$ cat src/rtl/wb_pkg.sv
// wb_pkg: shared load funct3 codes, skid-buffer state encoding and default address width
package wb_pkg;
  localparam int WB_ADDR_W = 5;
  localparam logic [2:0] F3_LB  = 3'b000;
  localparam logic [2:0] F3_LH  = 3'b001;
  localparam logic [2:0] F3_LW  = 3'b010;
  localparam logic [2:0] F3_LBU = 3'b100;
  localparam logic [2:0] F3_LHU = 3'b101;
  typedef enum logic {WB_EMPTY = 1'b0, WB_FULL = 1'b1} wb_state_e;
endpackage

$ cat src/rtl/load_extend.sv
// load_extend: byte/halfword extraction and sign/zero extension of an aligned load word
module load_extend
  import wb_pkg::*;
#(
  parameter int REG_WIDTH = 32
) (
  input  logic [REG_WIDTH-1:0] mem_data,
  input  logic [2:0]           funct3,
  input  logic [1:0]           byte_off,
  output logic [REG_WIDTH-1:0] ext_data
);
  logic [7:0]  b;
  logic [15:0] h;
  // pick the addressed byte/halfword, then extend by funct3; unknown codes fall through to LW
  always_comb begin
    b        = mem_data[{byte_off, 3'b000} +: 8];
    h        = byte_off[1] ? mem_data[31:16] : mem_data[15:0];
    ext_data = funct3 == F3_LB  ? {{(REG_WIDTH-8){b[7]}}, b}   :
               funct3 == F3_LBU ? {{(REG_WIDTH-8){1'b0}}, b}   :
               funct3 == F3_LH  ? {{(REG_WIDTH-16){h[15]}}, h} :
               funct3 == F3_LHU ? {{(REG_WIDTH-16){1'b0}}, h}  :
                                  mem_data;
  end
endmodule

$ cat src/rtl/writeback_unit.sv
// writeback_unit: merges ALU and load results onto the register file write port; optional WB_BYPASS_EN adds in-flight write forwarding
module writeback_unit
  import wb_pkg::*;
#(
  parameter int REG_WIDTH  = 32,
  parameter int ADDR_WIDTH = WB_ADDR_W
) (
  input  logic                  clk,
  input  logic                  rst,
  input  logic                  aluValid,
  output logic                  aluReady,
  input  logic [ADDR_WIDTH-1:0] aluRd,
  input  logic [REG_WIDTH-1:0]  aluData,
  input  logic                  memValid,
  input  logic [ADDR_WIDTH-1:0] memRd,
  input  logic [REG_WIDTH-1:0]  memData,
  input  logic [2:0]            memFunct3,
  input  logic [1:0]            memByteOff,
  output logic [ADDR_WIDTH-1:0] wrAddr,
  output logic [REG_WIDTH-1:0]  wrData,
  output logic                  wrEna,
`ifdef WB_BYPASS_EN
  input  logic [ADDR_WIDTH-1:0] rdAddr0,
  input  logic [ADDR_WIDTH-1:0] rdAddr1,
  output logic                  fwdHit0,
  output logic                  fwdHit1,
  output logic [REG_WIDTH-1:0]  fwdData0,
  output logic [REG_WIDTH-1:0]  fwdData1,
`endif
  output logic                  busy
);
  wb_state_e             state_q, state_d;
  logic [ADDR_WIDTH-1:0] skid_rd, issue_rd;
  logic [REG_WIDTH-1:0]  skid_data, issue_data, ld_data;
  logic                  issue_v, skid_ld;

  load_extend #(.REG_WIDTH(REG_WIDTH)) u_ext (
    .mem_data (memData),
    .funct3   (memFunct3),
    .byte_off (memByteOff),
    .ext_data (ld_data)
  );

  assign aluReady = state_q == WB_EMPTY;
  assign busy     = state_q == WB_FULL;

  // arbitration: loads win; a colliding ALU result parks in the skid buffer and drains on the next load-free cycle
  always_comb begin
    state_d    = state_q;
    issue_v    = 1'b0;
    issue_rd   = aluRd;
    issue_data = aluData;
    skid_ld    = 1'b0;
    if (memValid) begin
      issue_v    = 1'b1;
      issue_rd   = memRd;
      issue_data = ld_data;
      if (state_q == WB_EMPTY && aluValid) begin
        skid_ld = 1'b1;
        state_d = WB_FULL;
      end
    end else if (state_q == WB_FULL) begin
      issue_v    = 1'b1;
      issue_rd   = skid_rd;
      issue_data = skid_data;
      state_d    = WB_EMPTY;
    end else if (aluValid) begin
      issue_v = 1'b1;
    end
  end

  // state, skid entry and registered write port; x0 writes consume the slot but never assert wrEna
  always_ff @(posedge clk or negedge rst) begin
    if (!rst) begin
      state_q   <= WB_EMPTY;
      skid_rd   <= '0;
      skid_data <= '0;
      wrAddr    <= '0;
      wrData    <= '0;
      wrEna     <= 1'b0;
    end else begin
      state_q <= state_d;
      wrEna   <= issue_v && (issue_rd != '0);
      if (issue_v) begin
        wrAddr <= issue_rd;
        wrData <= issue_data;
      end
      if (skid_ld) begin
        skid_rd   <= aluRd;
        skid_data <= aluData;
      end
    end
  end

`ifdef WB_BYPASS_EN
  assign fwdHit0  = wrEna && (wrAddr == rdAddr0) && (rdAddr0 != '0);
  assign fwdHit1  = wrEna && (wrAddr == rdAddr1) && (rdAddr1 != '0);
  assign fwdData0 = wrData;
  assign fwdData1 = wrData;
`endif
endmodule

$ cat config.mk
export PLATFORM = sky130hd
export DESIGN_NAME = writeback_unit
export DESIGN_NICKNAME = d
export VERILOG_FILES = /design/src/rtl/wb_pkg.sv /design/src/rtl/load_extend.sv /design/src/rtl/writeback_unit.sv
export SDC_FILE = /design/constraint.sdc
export NUM_CORES = 1
export LEC_CHECK = 0
export CAP_MARGIN = 5
export CELL_PAD_IN_SITES_DETAIL_PLACEMENT = 1
export CELL_PAD_IN_SITES_GLOBAL_PLACEMENT = 1
export CORE_ASPECT_RATIO = 1.4
export CORE_MARGIN = 2
export CORE_UTILIZATION = 37
export DETAILED_ROUTE_END_ITERATION = 10
export GPL_ROUTABILITY_DRIVEN = 0
export GPL_TIMING_DRIVEN = 0
export PLACE_DENSITY_LB_ADDON = 0.12
export SLEW_MARGIN = 20
export SYNTH_ARGS = -nofsm -noshare
export SYNTH_HDL_FRONTEND = slang
export SYNTH_SLANG_ARGS = --single-unit
$ cat constraint.sdc
create_clock -name clk -period 1.7 [get_ports clk]
set_input_delay 0.34 -clock clk [delete_from_list [all_inputs] [get_ports clk]]
set_output_delay 0.34 -clock clk [all_outputs]
set_load 0.005 [all_outputs]
==> metrics.md <==
| Metric | Value |
|---|---|
| Max Root-Sink Buffers | `2` |
| Metal-1 WL | `6060 um` |
| WL per Instance | `21.0 um` |
| Startpoint types | `input pin` |
| Most common cell in the netlist | `dfrtp_1` |
| Outcome | `complete, no violations` |
| Number of I/O port buffers | `118` |
| Share of layout cells above drive strength 1 | `19.4%` |
| Final Net Count | `630` |
| Final core occ | `54.4%` |
| Min Hold Slack | `466 ps` |
| Post-route cell area | `6200 um^2` |
| Mapped Nets | `499` |
| N_diodes | `0` |
| Synthesis Warnings | `0` |
| # rows | `46` |
| Comb power frac | `23.8%` |
| Worst relative slew slack | `66.8%` |
| Max Clk Rate | `603 MHz` |
| Sequential cell area fraction in the yosys report | `43.7%` |
| Top-area cell type share of the netlist area | `43.7%` |
| Leakage | `2.65 nW` |
| Initial core utilization | `38.2%` |
| Final worst-path cycle share | `97.6%` |
| Die area | `12600 um^2` |
| Setup TNS | `0 ps` |
| Post-synth top cells | `dfrtp_1 (76), nor2_1 (45), mux2_2 (39), mux2i_1 (37), a211oi_1 (30)` |
| Drt pass-1 iters | `4` |
| Mean area per synthesized cell | `10.5 um^2` |
| # Post-CTS Setup Buffers | `0` |
| Sw Pwr | `1.52 mW` |
| RSZ-0062 raised after global routing | `true` |
| Die extent in y | `132 um` |
| Global-route usage over all layers | `23.6%` |
| Worst EP arrival | `1890 ps` |
| Pwr Density | `935 nW/um^2` |
| Total grt overflow | `0` |
| Synthesized instance count | `416` |
| Hpwl dp | `10800 um` |
| Worst VDD drop | `0.527 mV` |
| Number of global-route vias before repair | `4361` |
| Initial antenna violation count | `0` |
| Max Cap Violations | `0` |
| Area delta synth->final | `42.5%` |
| Drt via density | `5.60` |
| Inst Count DP | `679` |
| CTS tree | `built` |
| H-tree level count | `3` |
| Largest net degree at the start of global routing | `53` |
| CP Capture Type | `flop` |
| Data required time of the worst path | `1930 ps` |
| Mapped cell area | `4350 um^2` |
| Sequential share of power | `38.8%` |
| Final Max Slew Viols | `0` |
| DRT iter0 DRCs | `112` |
| Die width | `95.6 um` |
| I/O pin count | `123` |
| Cell variety after synth | `40` |
| Clock skew | `7.43 ps` |
| CP max FO | `10` |
| Yosys top cell by area | `dfrtp_1` |
| Final hold violation count | `0` |
| Final setup violation count | `0` |
| Final worst path period need | `1660 ps` |
| Worst-Margin Slew | `495 ps` |
| Layout Cells excl Fill | `696` |
| Placed Area | `5730 um^2` |
| Top routing layer used | `met4` |
| First-pass GRT wire length | `22800 um` |
| CTS sink cnt | `76` |
| Net Sw Frac | `26.2%` |
| Internal Power | `4.27 mW` |
| Met2 wire length | `7650 um` |
| Synth async-reset ratio | `100%` |
| Clock latency on the worst-skew pair | `340 ps` |
| Critical path class | `in2reg` |
| Clock power share | `37.4%` |
| EDFF count, synth | `0` |
| Post-route ant nets | `0` |
| Residual DRC | `0` |
| Clock transition at the registers of the reported paths | `60 ps` |
| Total number of vias | `3901` |
| Cts bufs inserted | `9` |
| Met3 routed WL | `565 um` |
| Clock root buffer | `clkbuf_16` |
| Synth area leaders | `dfrtp_1 (44%), mux2_2 (10%), mux2i_1 (8.5%), a211oi_1 (5.2%), nor2_1 (3.9%)` |
| Routed WL | `14600 um` |
| Register bit total from synthesis | `76` |
| Type of the most critical hold path | `in2async` |
| Core area | `11400 um^2` |
| Synth Flop Type | `dfrtp_1` |
cell families after synthesis:
family          after synthesis  synth area share (%)
flops                        76                  43.7
buf+inv                      40                  5.29
mux                          79                  20.0
simple gates                 83                  9.53
compound gates              138                  21.4
worst paths after layout:
check,from,endpoint,slack (ps),cells after the start
max,memValid,wrAddr[0],40,4
max reg2reg,busy,wrData[10],100,6
min in group clk,wrAddr[3],wrAddr[3],480,2
min reg2reg,wrAddr[3],wrAddr[3],480,2
min,rst,skid_data[21],470,2
max in group asynchronous,rst,skid_data[1],660,3
flip-flops by register name (all words and copies together) (netlist names):
name / count
skid_data: 32
wrData: 32
skid_rd: 5
wrAddr: 5
busy: 1
wrEna: 1
power by group through the flow:
| stage | Sequential [mW] | Clock [mW] | Combinational, mW |
|---|---|---|---|
| CTS | 2.25 | 2.19 | 1.37 |
| floorplan | 2.24 | 0 | 0.661 |
| global route | 2.28 | 2.26 | 1.50 |
| global placement | 2.26 | 0 | 1.31 |
| detailed placement | 2.28 | 0 | 1.35 |
| finish | 2.25 | 2.17 | 1.38 |
final cells by class:
| type | count | area [um^2] |
|---|---|---|
| Multi-Input combinational cell | 300 | 2290 |
| Tap cell | 144 | 180 |
| Clock buffer | 13 | 270 |
| Sequential cell | 76 | 1900 |
| Fill cell | 1249 | 5200 |
| Clock inverter | 3 | 67.6 |
| Buffer | 36 | 248 |
| Inverter | 4 | 15.0 |
| Timing Repair Buffer | 120 | 1220 |
through the flow:
| stage | setup WS [ps] | total power, mW |
|---|---|---|
| final | 41.0 | 5.80 |
| after global routing | -51.2 | 6.04 |
| after CTS | -55.7 | 5.81 |
| after detailed placement | -701 | 3.62 |
| after global placement | -2430 | 3.57 |
| after floorplan | 248 | 2.91 |
cell usage in the layout (no fill, tap or decap), types with 2 or more instances in the layout:
master / Yosys / routed
nand2b_1: 7 / 6
a211oi_2: 0 / 6
dfrtp_1: 76 / 76
nand2_1: 8 / 8
a21oi_1: 20 / 19
buf_6: 5 / 5
a31oi_1: 24 / 24
mux4_2: 2 / 2
mux2_2: 39 / 39
dlymetal6s2s_1: 0 / 3
o22ai_1: 7 / 7
o31a_1: 7 / 7
a211oi_1: 30 / 24
buf_4: 8 / 10
clkbuf_2: 1 / 5
clkbuf_16: 0 / 9
bufinv_16: 0 / 2
buf_2: 9 / 8
clkbuf_1: 10 / 5
and2b_1: 8 / 8
inv_1: 3 / 2
nor2_1: 45 / 45
o21bai_1: 14 / 14
o21ai_0: 14 / 14
mux2i_1: 37 / 37
a21o_1: 9 / 9
clkbuf_8: 0 / 4
a22oi_1: 7 / 7
or3_1: 7 / 7
clkdlybuf4s50_1: 0 / 113
clkbuf_4: 0 / 4
metal layers:
metal | track usage, % | vias up
met4 | 8.25 | 0
met1 | 29.3 | 1957
met5 | 0 | -
met3 | 3.37 | 22
li1 | - | 1811
met2 | 41.1 | 111
worst max-delay path: stages:
cell             delay, ps
clkdlybuf4s50_1        460
buf_2                  220
nor3_2                 470
mux2_2                 390
timing repair:
item                                   in CTS  in global routing
hold buffers                                1                  0
gates resized for setup                    14                 27
setup endpoints to repair                  65                 33
cloned                                      0                  0
endpoints found under the hold margin      24                  0
No activity file was read; power rests on OpenSTA's default activity.
